<file path="config.mk">
export PLATFORM = sky130hd
export DESIGN_NAME = apb_req_arbiter_flat
export DESIGN_NICKNAME = d
export VERILOG_FILES = /design/src/rtl/apb_req_arbiter_if.sv /design/src/rtl/apb_req_arbiter.sv /design/src/flat_wrapper.sv
export SDC_FILE = /design/constraint.sdc
export NUM_CORES = 1
export LEC_CHECK = 0
export CORE_UTILIZATION = 35
export DETAILED_ROUTE_END_ITERATION = 8
export PLACE_DENSITY_LB_ADDON = 0.3
export SYNTH_ARGS = -nofsm -noshare
export SYNTH_HDL_FRONTEND = slang
export SYNTH_SLANG_ARGS = --single-unit
</file>
<file path="constraint.sdc">
create_clock -name pclk -period 3.21 [get_ports pclk]
set_input_delay 0.642 -clock pclk [delete_from_list [all_inputs] [get_ports pclk]]
set_output_delay 0.642 -clock pclk [all_outputs]
set_load 0.005 [all_outputs]
</file>
<file path="src/rtl/apb_req_arbiter_if.sv">
// Signal bundle between the two requesters, the APB arbiter and the APB slave.
// The master modport is the arbiter's view; slave is the surrounding environment.
interface apb_req_arbiter_if #(
  parameter int ADDR_WIDTH = 12,
  parameter int DATA_WIDTH = 32
);
  localparam int STRB_WIDTH = DATA_WIDTH / 8;

  logic [1:0]              req;
  logic [1:0]              req_write;
  logic [2*ADDR_WIDTH-1:0] req_addr;
  logic [2*DATA_WIDTH-1:0] req_wdata;
  logic [2*STRB_WIDTH-1:0] req_strb;
  logic [1:0]              done;
  logic [DATA_WIDTH-1:0]   rsp_rdata;
  logic                    rsp_err;

  logic                    psel;
  logic                    penable;
  logic                    pwrite;
  logic [ADDR_WIDTH-1:0]   paddr;
  logic [DATA_WIDTH-1:0]   pwdata;
  logic [STRB_WIDTH-1:0]   pstrb;
  logic [DATA_WIDTH-1:0]   prdata;
  logic                    pready;
  logic                    pslverr;

  modport master (
    input  req, req_write, req_addr, req_wdata, req_strb,
    output done, rsp_rdata, rsp_err,
    output psel, penable, pwrite, paddr, pwdata, pstrb,
    input  prdata, pready, pslverr
  );

  modport slave (
    output req, req_write, req_addr, req_wdata, req_strb,
    input  done, rsp_rdata, rsp_err,
    input  psel, penable, pwrite, paddr, pwdata, pstrb,
    output prdata, pready, pslverr
  );
endinterface

</file>
<file path="src/rtl/apb_req_arbiter.sv">
// Two-requester round-robin APB4 master: arbitrates, runs SETUP/ACCESS toward
// one slave, returns read data / error, and aborts slaves that stall too long.
module apb_req_arbiter #(
  parameter int ADDR_WIDTH = 12,
  parameter int DATA_WIDTH = 32,
  parameter int TIMEOUT    = 16
) (
  input  logic pclk,
  input  logic rst,
  apb_req_arbiter_if.master bus
);
  localparam int STRB_WIDTH = DATA_WIDTH / 8;
  localparam logic [7:0] CNT_LAST = 8'(TIMEOUT - 1);

  typedef enum logic [1:0] {S_IDLE, S_SETUP, S_ACCESS, S_RESP} state_t;

  logic                  write_a [2];
  logic [ADDR_WIDTH-1:0] addr_a  [2];
  logic [DATA_WIDTH-1:0] wdata_a [2];
  logic [STRB_WIDTH-1:0] strb_a  [2];

  for (genvar gi = 0; gi < 2; gi++) begin : g_unpack
    assign write_a[gi] = bus.req_write[gi];
    assign addr_a[gi]  = bus.req_addr[gi*ADDR_WIDTH +: ADDR_WIDTH];
    assign wdata_a[gi] = bus.req_wdata[gi*DATA_WIDTH +: DATA_WIDTH];
    assign strb_a[gi]  = bus.req_strb[gi*STRB_WIDTH +: STRB_WIDTH];
  end

  state_t                state_q, state_d;
  logic                  gnt_q, gnt_d;
  logic                  last_gnt_q, last_gnt_d;
  logic [7:0]            cnt_q, cnt_d;
  logic                  psel_q, psel_d;
  logic                  penable_q, penable_d;
  logic                  pwrite_q, pwrite_d;
  logic [ADDR_WIDTH-1:0] paddr_q, paddr_d;
  logic [DATA_WIDTH-1:0] pwdata_q, pwdata_d;
  logic [STRB_WIDTH-1:0] pstrb_q, pstrb_d;
  logic [1:0]            done_q, done_d;
  logic [DATA_WIDTH-1:0] rsp_rdata_q, rsp_rdata_d;
  logic                  rsp_err_q, rsp_err_d;
  logic                  pick;

  always_comb begin
    state_d     = state_q;
    gnt_d       = gnt_q;
    last_gnt_d  = last_gnt_q;
    cnt_d       = cnt_q;
    psel_d      = psel_q;
    penable_d   = penable_q;
    pwrite_d    = pwrite_q;
    paddr_d     = paddr_q;
    pwdata_d    = pwdata_q;
    pstrb_d     = pstrb_q;
    done_d      = '0;
    rsp_rdata_d = '0;
    rsp_err_d   = 1'b0;

    // Contested grant goes to whoever was not serviced last.
    pick = bus.req[1];
    if (bus.req == 2'b11) begin
      pick = ~last_gnt_q;
    end

    unique case (state_q)
      S_IDLE: begin
        if (bus.req != 2'b00) begin
          gnt_d    = pick;
          pwrite_d = write_a[pick];
          paddr_d  = addr_a[pick];
          pwdata_d = write_a[pick] ? wdata_a[pick] : '0;
          pstrb_d  = write_a[pick] ? strb_a[pick] : '0;
          psel_d   = 1'b1;
          penable_d = 1'b0;
          state_d  = S_SETUP;
        end
      end
      S_SETUP: begin
        penable_d = 1'b1;
        cnt_d     = '0;
        state_d   = S_ACCESS;
      end
      S_ACCESS: begin
        if (bus.pready || (cnt_q == CNT_LAST)) begin
          psel_d         = 1'b0;
          penable_d      = 1'b0;
          done_d[gnt_q]  = 1'b1;
          last_gnt_d     = gnt_q;
          rsp_err_d      = bus.pready ? bus.pslverr : 1'b1;
          rsp_rdata_d    = (bus.pready && !pwrite_q) ? bus.prdata : '0;
          state_d        = S_RESP;
        end else begin
          cnt_d = cnt_q + 8'd1;
        end
      end
      S_RESP: begin
        // Dead cycle so a requester dropping req after done is not re-granted.
        state_d = S_IDLE;
      end
      default: state_d = S_IDLE;
    endcase
  end

  always_ff @(posedge pclk or posedge rst) begin
    if (rst) begin
      state_q     <= S_IDLE;
      gnt_q       <= 1'b0;
      last_gnt_q  <= 1'b1;
      cnt_q       <= '0;
      psel_q      <= 1'b0;
      penable_q   <= 1'b0;
      pwrite_q    <= 1'b0;
      paddr_q     <= '0;
      pwdata_q    <= '0;
      pstrb_q     <= '0;
      done_q      <= '0;
      rsp_rdata_q <= '0;
      rsp_err_q   <= 1'b0;
    end else begin
      state_q     <= state_d;
      gnt_q       <= gnt_d;
      last_gnt_q  <= last_gnt_d;
      cnt_q       <= cnt_d;
      psel_q      <= psel_d;
      penable_q   <= penable_d;
      pwrite_q    <= pwrite_d;
      paddr_q     <= paddr_d;
      pwdata_q    <= pwdata_d;
      pstrb_q     <= pstrb_d;
      done_q      <= done_d;
      rsp_rdata_q <= rsp_rdata_d;
      rsp_err_q   <= rsp_err_d;
    end
  end

  assign bus.psel      = psel_q;
  assign bus.penable   = penable_q;
  assign bus.pwrite    = pwrite_q;
  assign bus.paddr     = paddr_q;
  assign bus.pwdata    = pwdata_q;
  assign bus.pstrb     = pstrb_q;
  assign bus.done      = done_q;
  assign bus.rsp_rdata = rsp_rdata_q;
  assign bus.rsp_err   = rsp_err_q;
endmodule

</file>
<file path="src/flat_wrapper.sv">
// flat-port wrapper written by rule: the top's interface ports become plain ports
module apb_req_arbiter_flat 
#(
  parameter int ADDR_WIDTH = 12,
  parameter int DATA_WIDTH = 32,
  parameter int TIMEOUT    = 16
)
  (pclk, rst, bus_req, bus_req_write, bus_req_addr, bus_req_wdata, bus_req_strb, bus_done, bus_rsp_rdata, bus_rsp_err, bus_psel, bus_penable, bus_pwrite, bus_paddr, bus_pwdata, bus_pstrb, bus_prdata, bus_pready, bus_pslverr);
  apb_req_arbiter_if #(.ADDR_WIDTH(ADDR_WIDTH), .DATA_WIDTH(DATA_WIDTH)) bus_i ();
  input  logic pclk;
  input  logic rst;
  input wire logic [$bits(bus_i.req)-1:0] bus_req;
  input wire logic [$bits(bus_i.req_write)-1:0] bus_req_write;
  input wire logic [$bits(bus_i.req_addr)-1:0] bus_req_addr;
  input wire logic [$bits(bus_i.req_wdata)-1:0] bus_req_wdata;
  input wire logic [$bits(bus_i.req_strb)-1:0] bus_req_strb;
  output wire logic [$bits(bus_i.done)-1:0] bus_done;
  output wire logic [$bits(bus_i.rsp_rdata)-1:0] bus_rsp_rdata;
  output wire logic [$bits(bus_i.rsp_err)-1:0] bus_rsp_err;
  output wire logic [$bits(bus_i.psel)-1:0] bus_psel;
  output wire logic [$bits(bus_i.penable)-1:0] bus_penable;
  output wire logic [$bits(bus_i.pwrite)-1:0] bus_pwrite;
  output wire logic [$bits(bus_i.paddr)-1:0] bus_paddr;
  output wire logic [$bits(bus_i.pwdata)-1:0] bus_pwdata;
  output wire logic [$bits(bus_i.pstrb)-1:0] bus_pstrb;
  input wire logic [$bits(bus_i.prdata)-1:0] bus_prdata;
  input wire logic [$bits(bus_i.pready)-1:0] bus_pready;
  input wire logic [$bits(bus_i.pslverr)-1:0] bus_pslverr;
  assign bus_i.req = bus_req;
  assign bus_i.req_write = bus_req_write;
  assign bus_i.req_addr = bus_req_addr;
  assign bus_i.req_wdata = bus_req_wdata;
  assign bus_i.req_strb = bus_req_strb;
  assign bus_done = bus_i.done;
  assign bus_rsp_rdata = bus_i.rsp_rdata;
  assign bus_rsp_err = bus_i.rsp_err;
  assign bus_psel = bus_i.psel;
  assign bus_penable = bus_i.penable;
  assign bus_pwrite = bus_i.pwrite;
  assign bus_paddr = bus_i.paddr;
  assign bus_pwdata = bus_i.pwdata;
  assign bus_pstrb = bus_i.pstrb;
  assign bus_i.prdata = bus_prdata;
  assign bus_i.pready = bus_pready;
  assign bus_i.pslverr = bus_pslverr;
  apb_req_arbiter #(.ADDR_WIDTH(ADDR_WIDTH), .DATA_WIDTH(DATA_WIDTH), .TIMEOUT(TIMEOUT)) u_core (.pclk(pclk), .rst(rst), .bus(bus_i));
endmodule
</file>
==> run metrics, run 1 <==
flops & latches, synth between 90 and 100; final total negative setup slack 0 ns; synthesized-area fraction occupied by adder cells 0.0181; number of warnings issued by yosys 0; IR Drop Worst-Case VDD ~0.32 mV; core area around 11000 sq um; instance count along the most critical hold path 2; total power density per cell area around 700 nW/um^2; netlist area before placement 4150 sq um; Gate Count Post-Synth approximately 370; Pre-Repair DR Iteration Count 4; CTS max path bufs 2; post-synthesis mux area share 0.134; minimum clock period after layout about 2.1 ns; crit-path cells clkdlybuf4s50_1 > a21boi_4 > buf_4 > mux2i_1 > o21ai_0; worst hold slack across all endpoints 0.476 ns; Starting Density 0.362; Via-to-Cell Ratio 4.70; xor/xnor cell area share of the yosys netlist 0; Distinct cells, synth 40; register area share after synthesis 0.591; fmax around 0.47 GHz; n_diodes 0; setup repair after global routing missed its margin no; latest clock arrival within the worst-skew pair around 0.35 ns; commonest register cell after synthesis sky130_fd_sc_hd__dfrtp_1; HPWL Detailed 8390 um; number of nets in the finished design 729; share of final-layout standard cells stronger than drive strength 1 0.0676; number of fill cells in the layout ~960; type of the most critical hold path reg2reg; wire length after detailed routing between 10000 and 15000 um; post-CTS setup repair buffer count 0; global-route usage over all layers 0.188; post-place setup slack roughly 0.7 ns; placed insts roughly 720; layout-stage area growth over the synthesis result 65.4%; Net Count, Synth 509; delay of the slowest critical-path stage between 0.5 and 0.6 ns; drc violations 0; final hold vios 0; capturing element type of the critical path register; post-DR wirelength/cell roughly 15 um; required time at the endpoint of the critical path 3.44 ns; final critical-path share of the clock period 0.664; complex-gate fraction of the synthesized area 0.0926; most common library cell in the layout ignoring fill and taps sky130_fd_sc_hd__clkdlybuf4s50_1; Die Outline Area 12300 sq um; leakage power total 3.08 nW; Post-CTS Resized 0; row cnt 39; width of the chip approximately 110 um; start-to-end type of the worst setup path in2reg; RePlAce Congestion about 0.81; share of async-settable or async-resettable flops after synthesis 1.00; number of placed I/O pins about 220; master of the slowest instance on the critical path sky130_fd_sc_hd__clkdlybuf4s50_1; die height 111 um; outcome finished, final reports clean; setup violation total in the final timing report 0; vias in the first global route between 3000 and 4000; global-route wire length before repair ~18000 um; Syn Area/Cell 11.3 sq um; register clock-pin slew on the reported worst setup and hold paths approximately 0.070 ns; top fanout value on the critical path 34; residual antenna-violating net count after detailed routing 0; post-route insts no fill between 700 and 800; combined area of the multi-input logic cells roughly 1600 sq um; count of clock tree sinks about 100; clock buffer count from CTS 9; FF+latch area between 2000 and 2500 sq um; Port Buffers about 220; number of buffers and inverters on the critical path 2; reported max-cap violation count 0; total number of vias 3453; clock tree from TritonCTS done; worst rel slew slack 0.575; depth of the worst register-to-register path 6; dominant combinational cell family by area after synthesis simple AND/OR/NAND/NOR gates; H-tree levels 3; commonest cells after routing, fill and taps aside 221 x sky130_fd_sc_hd__clkdlybuf4s50_1, 97 x sky130_fd_sc_hd__dfrtp_1, 58 x sky130_fd_sc_hd__nand2_1, 52 x sky130_fd_sc_hd__o21ai_0, 49 x sky130_fd_sc_hd__mux2i_1; number of enable-type register cells in the synthesized netlist 0; 1st-iter DRT viols slightly below 90; largest net degree at the start of global routing 64; cell class contributing the biggest share of worst-path delay buffers and inverters; antenna violations before repair 0; area fraction in and, or, nand and nor cells after synthesis 0.139; Worst Path Arrival around 2.4 ns; number of buffers inserted by hold repair at cts 0; Worst Tran Pin Value around 0.64 ns; worst setup margin between 1 and 1.5 ns; Clk Tree Root Cell sky130_fd_sc_hd__clkbuf_16; critical path depth 5; Remaining Overflow, GRT 0; clock skew between 0.007 and 0.008 ns; CP Launch Type input port; final count of pins violating max slew 0
[cell type report]
class,instances,share of cell area
clock buffer,9,0.0328
clock inverter,7,0.0122
inverter,5,0.00310
multi-input combinational,244,0.236
sequential,98,0.357
tap,143,0.0261
timing repair buffer,229,0.333
[logic make-up after synthesis]
kind of cell,Yosys count
mux,54
fa+ha+maj,6
compound gates,67
buf+inv,25
simple gates,117
flops,98
[through the flow]
stage	total power, mW	util	cell area, sq um
after global placement	3.69	0.572	6560
after global routing	5.14	0.599	6860
final	4.83	0.599	6860
after detailed placement	3.76	0.572	6560
after CTS	4.90	0.599	6860
after floorplan	2.61	-	4150
[state kept, by name, indices dropped and copies added (netlist names)]
signal / cells
u_core.bus.penable: 1
u_core.bus.done: 2
u_core.state_q: 2
u_core.last_gnt_q: 1
u_core.bus.psel: 1
u_core.bus.pstrb: 4
u_core.bus.rsp_err: 1
u_core.bus.paddr: 12
u_core.bus.pwrite: 1
u_core.bus.rsp_rdata: 32
u_core.cnt_q: 8
u_core.gnt_q: 1
u_core.bus.pwdata: 32
[worst min-delay path, stage by stage, from the launching register on]
cell	delay, ns
sky130_fd_sc_hd__dfrtp_1	0.34
sky130_fd_sc_hd__nand2_1	0.04
sky130_fd_sc_hd__o21ai_0	0.06
[cells in the mapped netlist, types with 2 or more instances]
cell type	number	area [sq um]
sky130_fd_sc_hd__buf_2	4	20.0
sky130_fd_sc_hd__nor3b_1	2	15.0
sky130_fd_sc_hd__nor3_1	3	15.0
sky130_fd_sc_hd__clkbuf_1	14	52.6
sky130_fd_sc_hd__o21ai_0	52	260
sky130_fd_sc_hd__mux2_2	3	33.8
sky130_fd_sc_hd__a21oi_1	2	10.0
sky130_fd_sc_hd__inv_1	5	18.8
sky130_fd_sc_hd__buf_4	2	15.0
sky130_fd_sc_hd__mux2_4	2	30.0
sky130_fd_sc_hd__mux2i_1	49	490
sky130_fd_sc_hd__nand2b_1	2	12.5
sky130_fd_sc_hd__nand2_1	58	218
sky130_fd_sc_hd__nor2_1	4	15.0
sky130_fd_sc_hd__dfrtp_1	97	2430
sky130_fd_sc_hd__a21o_1	2	15.0
sky130_fd_sc_hd__nor2b_1	2	12.5
sky130_fd_sc_hd__ha_1	6	75.1
sky130_fd_sc_hd__and2_1	32	200
sky130_fd_sc_hd__nand3_1	6	30.0
[report_power, final]
| part | total [mW] | internal [mW] | switching (mW) |
|---|---|---|---|
| clock network | 1.12 | 0.621 | 0.502 |
| registers | 1.86 | 1.64 | 0.216 |
| logic | 1.85 | 1.09 | 0.761 |
| total | 4.83 | 3.35 | 1.48 |
[worst paths after layout]
path	endpoint	slack, ns	from
setup / recovery	u_core.bus.pwdata[16]	1.08	bus_req[1]
hold / removal	u_core.bus.pwdata[19]	0.48	u_core.bus.pwdata[19]
setup reg to reg	u_core.cnt_q[7]	1.21	u_core.state_q[0]
hold reg to reg	u_core.bus.pwdata[19]	0.48	u_core.bus.pwdata[19]
max in group asynchronous	u_core.last_gnt_q	1.70	rst
min in group asynchronous	u_core.bus.pwdata[30]	0.74	rst
[metal layers]
metal	wire length, um	GRT usage	up-vias
met2	5600	0.325	128
li1	-	-	1678
met3	751	0.0503	18
met4	266	0.0871	0
met1	4580	0.217	1629
met5	0	0	-
(Power assumes the default switching activity.)
==> inputs of run 2 (changes only) <==
Settings changed: CORE_UTILIZATION 35 to 39.
Clock period 3.21 ns to 2.1 ns, I/O delays scaled along.
==> run 2 against run 1 <==
Global-route usage increased by 2.0 points. Die area fell by 10%. Hold slack worse by 0.050 ns. First-iteration DRC count rose by 46%. Sequential share of layout area barely moved. Worst setup slack worse by 0.87 ns. Design area hardly changed. Core utilization increased by 6.7 points. Largest power group is now combinational cells. Largest cell class unchanged. Total power rose by 48%.
==> run metrics, run 2 (synthesis results as in run 1) <==
outcome finished, final reports clean; Die Outline Area 11100 sq um (-10%); 1st-iter DRT viols 130 (+46%); total number of vias 3513 (+1.7%); Remaining Overflow, GRT 0 (unchanged); placed insts 719 (unchanged); number of nets in the finished design 736 (+0.96%); most common library cell in the layout ignoring fill and taps sky130_fd_sc_hd__clkdlybuf4s50_1; start-to-end type of the worst setup path reg2reg; Via-to-Cell Ratio 4.78 (+1.7%); fmax roughly 0.53 GHz; setup repair after global routing missed its margin no; worst hold slack across all endpoints 0.427 ns (-0.0495 ns); count of clock tree sinks 98 (unchanged); worst rel slew slack 0.683 (+0.108); Port Buffers 221 (unchanged); global-route usage over all layers 0.208 (+0.0201); Clk Tree Root Cell sky130_fd_sc_hd__clkbuf_8; CTS max path bufs 2 (unchanged); RePlAce Congestion 0.742 (-8.6%); clock skew 0.00867 ns (+0.00152 ns); row cnt 37 (-5.1%); commonest cells after routing, fill and taps aside 221 x sky130_fd_sc_hd__clkdlybuf4s50_1, 97 x sky130_fd_sc_hd__dfrtp_1, 58 x sky130_fd_sc_hd__nand2_1, 52 x sky130_fd_sc_hd__o21ai_0, 49 x sky130_fd_sc_hd__mux2i_1; antenna violations before repair 0 (unchanged); final count of pins violating max slew 0 (unchanged); HPWL Detailed 8720 um (+3.9%); total power density per cell area 1040 nW/um^2 (+48%); post-route insts no fill 735 (unchanged); number of buffers inserted by hold repair at cts 0 (unchanged); final hold vios 0 (unchanged); residual antenna-violating net count after detailed routing 0 (unchanged); final critical-path share of the clock period 0.899; die height 105 um (-5.2%); top fanout value on the critical path 8 (-76%); Worst Path Arrival 2.14 ns (-0.22 ns); global-route wire length before repair 17700 um (-1.9%); final total negative setup slack 0 ns (unchanged); setup violation total in the final timing report 0 (unchanged); required time at the endpoint of the critical path 2.36 ns (-1.08 ns); capturing element type of the critical path register; overall power 7.14 mW (+48%); clock buffer count from CTS 9 (unchanged); reported max-cap violation count 0 (unchanged); IR Drop Worst-Case VDD 0.502 mV (+58%); Pre-Repair DR Iteration Count 4 (unchanged); type of the most critical hold path in2async; register clock-pin slew on the reported worst setup and hold paths 0.09 ns (+0.02 ns); Post-CTS Resized 0 (unchanged); share of the core filled with cells in the final layout 0.665 (+0.0665); H-tree levels 3 (unchanged); post-DR wirelength/cell 15.2 um (-0.13%); share of final-layout standard cells stronger than drive strength 1 0.0768 (+0.00923); number of placed I/O pins 222 (unchanged); core area 10300 sq um (-10%); Worst Tran Pin Value 0.475 ns (-0.163 ns); clock tree from TritonCTS done; vias in the first global route 3596 (-1.3%); number of fill cells in the layout 813 (-15%); leakage power total 3.09 nW (+0.29%); wire length after detailed routing 11200 um (-0.13%); minimum clock period after layout between 1.5 and 2 ns; layout-stage area growth over the synthesis result 65.5% (about the same); post-CTS setup repair buffer count 0 (unchanged); latest clock arrival within the worst-skew pair 0.37 ns (+0.02 ns); drc violations 0 (unchanged); n_diodes 0 (unchanged); CP Launch Type register; width of the chip 105 um (-5.2%); largest net degree at the start of global routing 44 (-31%); Starting Density 0.402 (+0.0401)
==> run 2: changes by cell type in the layout (fill, tap and decap cells not counted) <==
cell | before | now
sky130_fd_sc_hd__inv_6 | 4 | 0
sky130_fd_sc_hd__inv_8 | 1 | 0
sky130_fd_sc_hd__clkbuf_8 | 0 | 11
sky130_fd_sc_hd__clkinv_2 | 0 | 1
sky130_fd_sc_hd__clkinv_4 | 0 | 1
sky130_fd_sc_hd__inv_4 | 1 | 0
sky130_fd_sc_hd__clkbuf_1 | 0 | 1
sky130_fd_sc_hd__buf_12 | 1 | 4
sky130_fd_sc_hd__clkbuf_16 | 9 | 0
sky130_fd_sc_hd__bufinv_16 | 1 | 2
sky130_fd_sc_hd__buf_4 | 7 | 11
==> run 2: worst paths after layout <==
check | from | to | slack, ns | depth (start not counted)
min in group pclk | u_core.bus.pwdata[8] | u_core.bus.pwdata[8] | 0.48 | 2
max in group asynchronous | rst | u_core.last_gnt_q | 1.07 | 3
setup reg to reg | u_core.cnt_q[4] | u_core.state_q[1] | 0.21 | 4
hold / removal | rst | u_core.bus.rsp_rdata[23] | 0.43 | 2
hold reg to reg | u_core.bus.pwdata[8] | u_core.bus.pwdata[8] | 0.48 | 2
setup / recovery | u_core.cnt_q[4] | u_core.state_q[1] | 0.21 | 4
==> run 2: where the power goes <==
group	total (mW)	switching [mW]	internal (mW)
registers	2.85	0.347	2.50
logic	2.91	1.18	1.73
clock network	1.38	0.640	0.737
total	7.14	2.17	4.97
==> run 2: worst max-delay path: stages (launching register included) <==
cell                      delay (ns)
sky130_fd_sc_hd__dfrtp_1        0.44
sky130_fd_sc_hd__or4_4          0.58
sky130_fd_sc_hd__o21a_4         0.25
sky130_fd_sc_hd__nor2_1         0.16
sky130_fd_sc_hd__mux2_2         0.35
==> run 2: area by class of cell <==
cell class,instances,area [sq um],share of cell area
sequential,98,2450,0.357
multi-input combinational,244,1620,0.235
tap,136,170,0.0248
clock inverter,4,73.8,0.0108
inverter,5,22.5,0.00328
clock buffer,12,155,0.0226
timing repair buffer,236,2370,0.346
==> run 2: metal layers <==
layer	track usage	routed length, um
met3	0.0586	800
met5	0	0
met4	0.101	296
met2	0.367	5810
met1	0.231	4290
==> run 2: through the flow <==
stage,setup WS [ns],cell area [sq um]
2_1_floorplan,0.305,4150
5_1_grt,0.148,6870
4_1_cts,0.205,6870
3_3_place_gp,0.148,6640
6_report,0.213,6870
3_5_place_dp,0.0302,6640
==> inputs of run 3 (changes only) <==
Clock period 2.1 ns to 2 ns, I/O delays scaled along.
==> run 3 against run 2 <==
Sequential share of layout area is essentially flat. Core utilization is essentially flat. Critical path depth is the same. Fmax shrank 0.48%. Via count grew 0.65%.
==> run metrics, run 3 (synthesis results as in run 1) <==
required time at the endpoint of the critical path 2.25 ns (-0.11 ns); core area 10300 sq um (unchanged); Remaining Overflow, GRT 0 (unchanged); overall power 7.25 mW (+1.6%); global-route wire length before repair 18400 um (+3.7%); capturing element type of the critical path register; setup violation total in the final timing report 0 (unchanged); width of the chip 105 um (unchanged); number of placed I/O pins 222 (unchanged); post-CTS setup repair buffer count 0 (unchanged); fmax 0.527 GHz (-0.48%); largest net degree at the start of global routing 64 (+45%); vias in the first global route 3646 (+1.4%); Via-to-Cell Ratio 4.80 (+0.52%); Post-CTS Resized 0 (unchanged); worst reg2reg setup slack 0.10 ns (-0.11 ns); outcome finished, final reports clean; FF+latch area 2450 sq um (unchanged); Die Outline Area 11100 sq um (unchanged); combined area of the multi-input logic cells 1620 sq um (unchanged); number of buffers inserted by hold repair at cts 0 (unchanged); most common library cell in the layout ignoring fill and taps sky130_fd_sc_hd__clkdlybuf4s50_1; post-DR wirelength/cell 15.8 um (+3.6%); Port Buffers 221 (unchanged); master of the slowest instance on the critical path sky130_fd_sc_hd__or4_4; row cnt 37 (unchanged); drc violations 0 (unchanged); delay of the slowest critical-path stage 0.56 ns (-0.02 ns); RePlAce Congestion 0.801 (+8.0%); type of the most critical hold path in2async; final critical-path share of the clock period 0.948 (+0.0495); CP Launch Type register; reported max-cap violation count 0 (unchanged); H-tree levels 3 (unchanged); count of clock tree sinks 98 (unchanged); share of final-layout standard cells stronger than drive strength 1 0.0767 (-0.000128); antenna violations before repair 0 (unchanged); n_diodes 0 (unchanged); global-route usage over all layers 0.217 (+0.00861); worst rel slew slack 0.797 (+0.114); layout-stage area growth over the synthesis result 65.4% (about the same); leakage power total 3.09 nW (-0.22%); Critical R2R Capture u_core.bus.penable; CTS max path bufs 2 (unchanged); number of nets in the finished design 738 (+0.27%); setup repair after global routing missed its margin no; Pre-Repair DR Iteration Count 4 (unchanged); total power density per cell area 1060 nW/um^2 (+1.7%); first element of the critical path u_core.cnt_q[5]; final count of pins violating max slew 0 (unchanged); minimum clock period after layout 1.90 ns (+0.00912 ns); 1st-iter DRT viols 110 (-15%); final hold vios 0 (unchanged); Clk Tree Root Cell sky130_fd_sc_hd__clkbuf_8; Worst Tran Pin Value 0.304 ns (-0.171 ns); startpoint of the worst-slack reg-to-reg timing path u_core.cnt_q[5]; start-to-end type of the worst setup path reg2reg; share of the core filled with cells in the final layout 0.665 (about the same); commonest cells after routing, fill and taps aside 221 x sky130_fd_sc_hd__clkdlybuf4s50_1, 97 x sky130_fd_sc_hd__dfrtp_1, 58 x sky130_fd_sc_hd__nand2_1, 52 x sky130_fd_sc_hd__o21ai_0, 49 x sky130_fd_sc_hd__mux2i_1; die height 105 um (unchanged); worst hold slack across all endpoints 0.479 ns (+0.0528 ns); register clock-pin slew on the reported worst setup and hold paths 0.09 ns (about the same); number of fill cells in the layout 825 (+1.5%); depth of the worst register-to-register path 4 (unchanged); latest clock arrival within the worst-skew pair 0.36 ns (about the same); Worst Path Arrival 2.15 ns (about the same); top fanout value on the critical path 8 (unchanged); clock tree from TritonCTS done; clock skew 0.00478 ns (-0.00389 ns); residual antenna-violating net count after detailed routing 0 (unchanged); wire length after detailed routing 11600 um (+3.8%); clock buffer count from CTS 9 (unchanged); crit-path cells or4_4 > o21a_4 > nor3_1 > mux2_2; HPWL Detailed 8750 um (+0.39%); worst setup path endpoint u_core.bus.penable; Starting Density 0.402 (unchanged); final total negative setup slack 0 ns (unchanged); total number of vias 3536 (+0.65%); IR Drop Worst-Case VDD 0.531 mV (+5.9%)
[run 3: cell types whose count changed in the layout (fill, tap and decap cells not counted)]
cell                         before  now
sky130_fd_sc_hd__clkbuf_1         1    2
sky130_fd_sc_hd__buf_4           11   10
sky130_fd_sc_hd__clkinv_4         1    0
sky130_fd_sc_hd__clkinvlp_4       1    2
sky130_fd_sc_hd__buf_12           4    7
sky130_fd_sc_hd__bufinv_16        2    0
[run 3: final cells by class]
class | instances | share of cell area
flip-flops and latches | 98 | 0.358
repair buffers | 238 | 0.354
well taps | 136 | 0.0248
inverters | 5 | 0.00328
clock buffers | 13 | 0.0232
clock inverters | 2 | 0.00182
multi-input cells | 244 | 0.236
[run 3: worst min-delay path by stage]
stage / slack, ns / to / startpoint / cells past startpoint
2_1_floorplan: 0.44 / u_core.bus.done[0] / u_core.gnt_q / 1
3_3_place_gp: 0.46 / u_core.bus.pwdata[2] / u_core.bus.pwdata[2] / 2
3_5_place_dp: 0.47 / u_core.bus.paddr[11] / u_core.bus.paddr[11] / 2
4_1_cts: 0.48 / u_core.bus.pstrb[2] / rst / 3
5_1_grt: 0.50 / u_core.bus.pstrb[2] / rst / 3
6_report: 0.48 / u_core.bus.rsp_rdata[15] / rst / 3
[run 3: critical path, delay by kind of cell (launching register included)]
| family | cells | cell delay, ns |
|---|---|---|
| and+or+nand+nor | 2 | 0.73 |
| DFF | 1 | 0.44 |
| muxes | 1 | 0.36 |
| AOI/OAI and AO/OA | 1 | 0.26 |
[run 3: power by group]
group / switching (mW) / internal, mW / total [mW]
logic: 1.25 / 1.85 / 3.10
registers: 0.357 / 2.63 / 2.99
clock network: 0.654 / 0.514 / 1.17
[run 3: layer usage]
metal  GRT usage  up-vias  share of wire
met3      0.0667       21          0.070
li1            -     1698              -
met1       0.239     1682           0.38
met4      0.0946        0          0.026
met5           0        -              0
met2       0.385      135           0.52
[run 3: metrics by stage]
step | area (sq um) | std cells | setup WS (ns)
5_1_grt | 6860 | 736 | 0.0472
6_report | 6860 | 736 | 0.103
3_3_place_gp | 6690 | 721 | 0.0149
3_5_place_dp | 6690 | 721 | -0.0537
4_1_cts | 6860 | 736 | 0.0966
2_1_floorplan | 4150 | 367 | 0.205
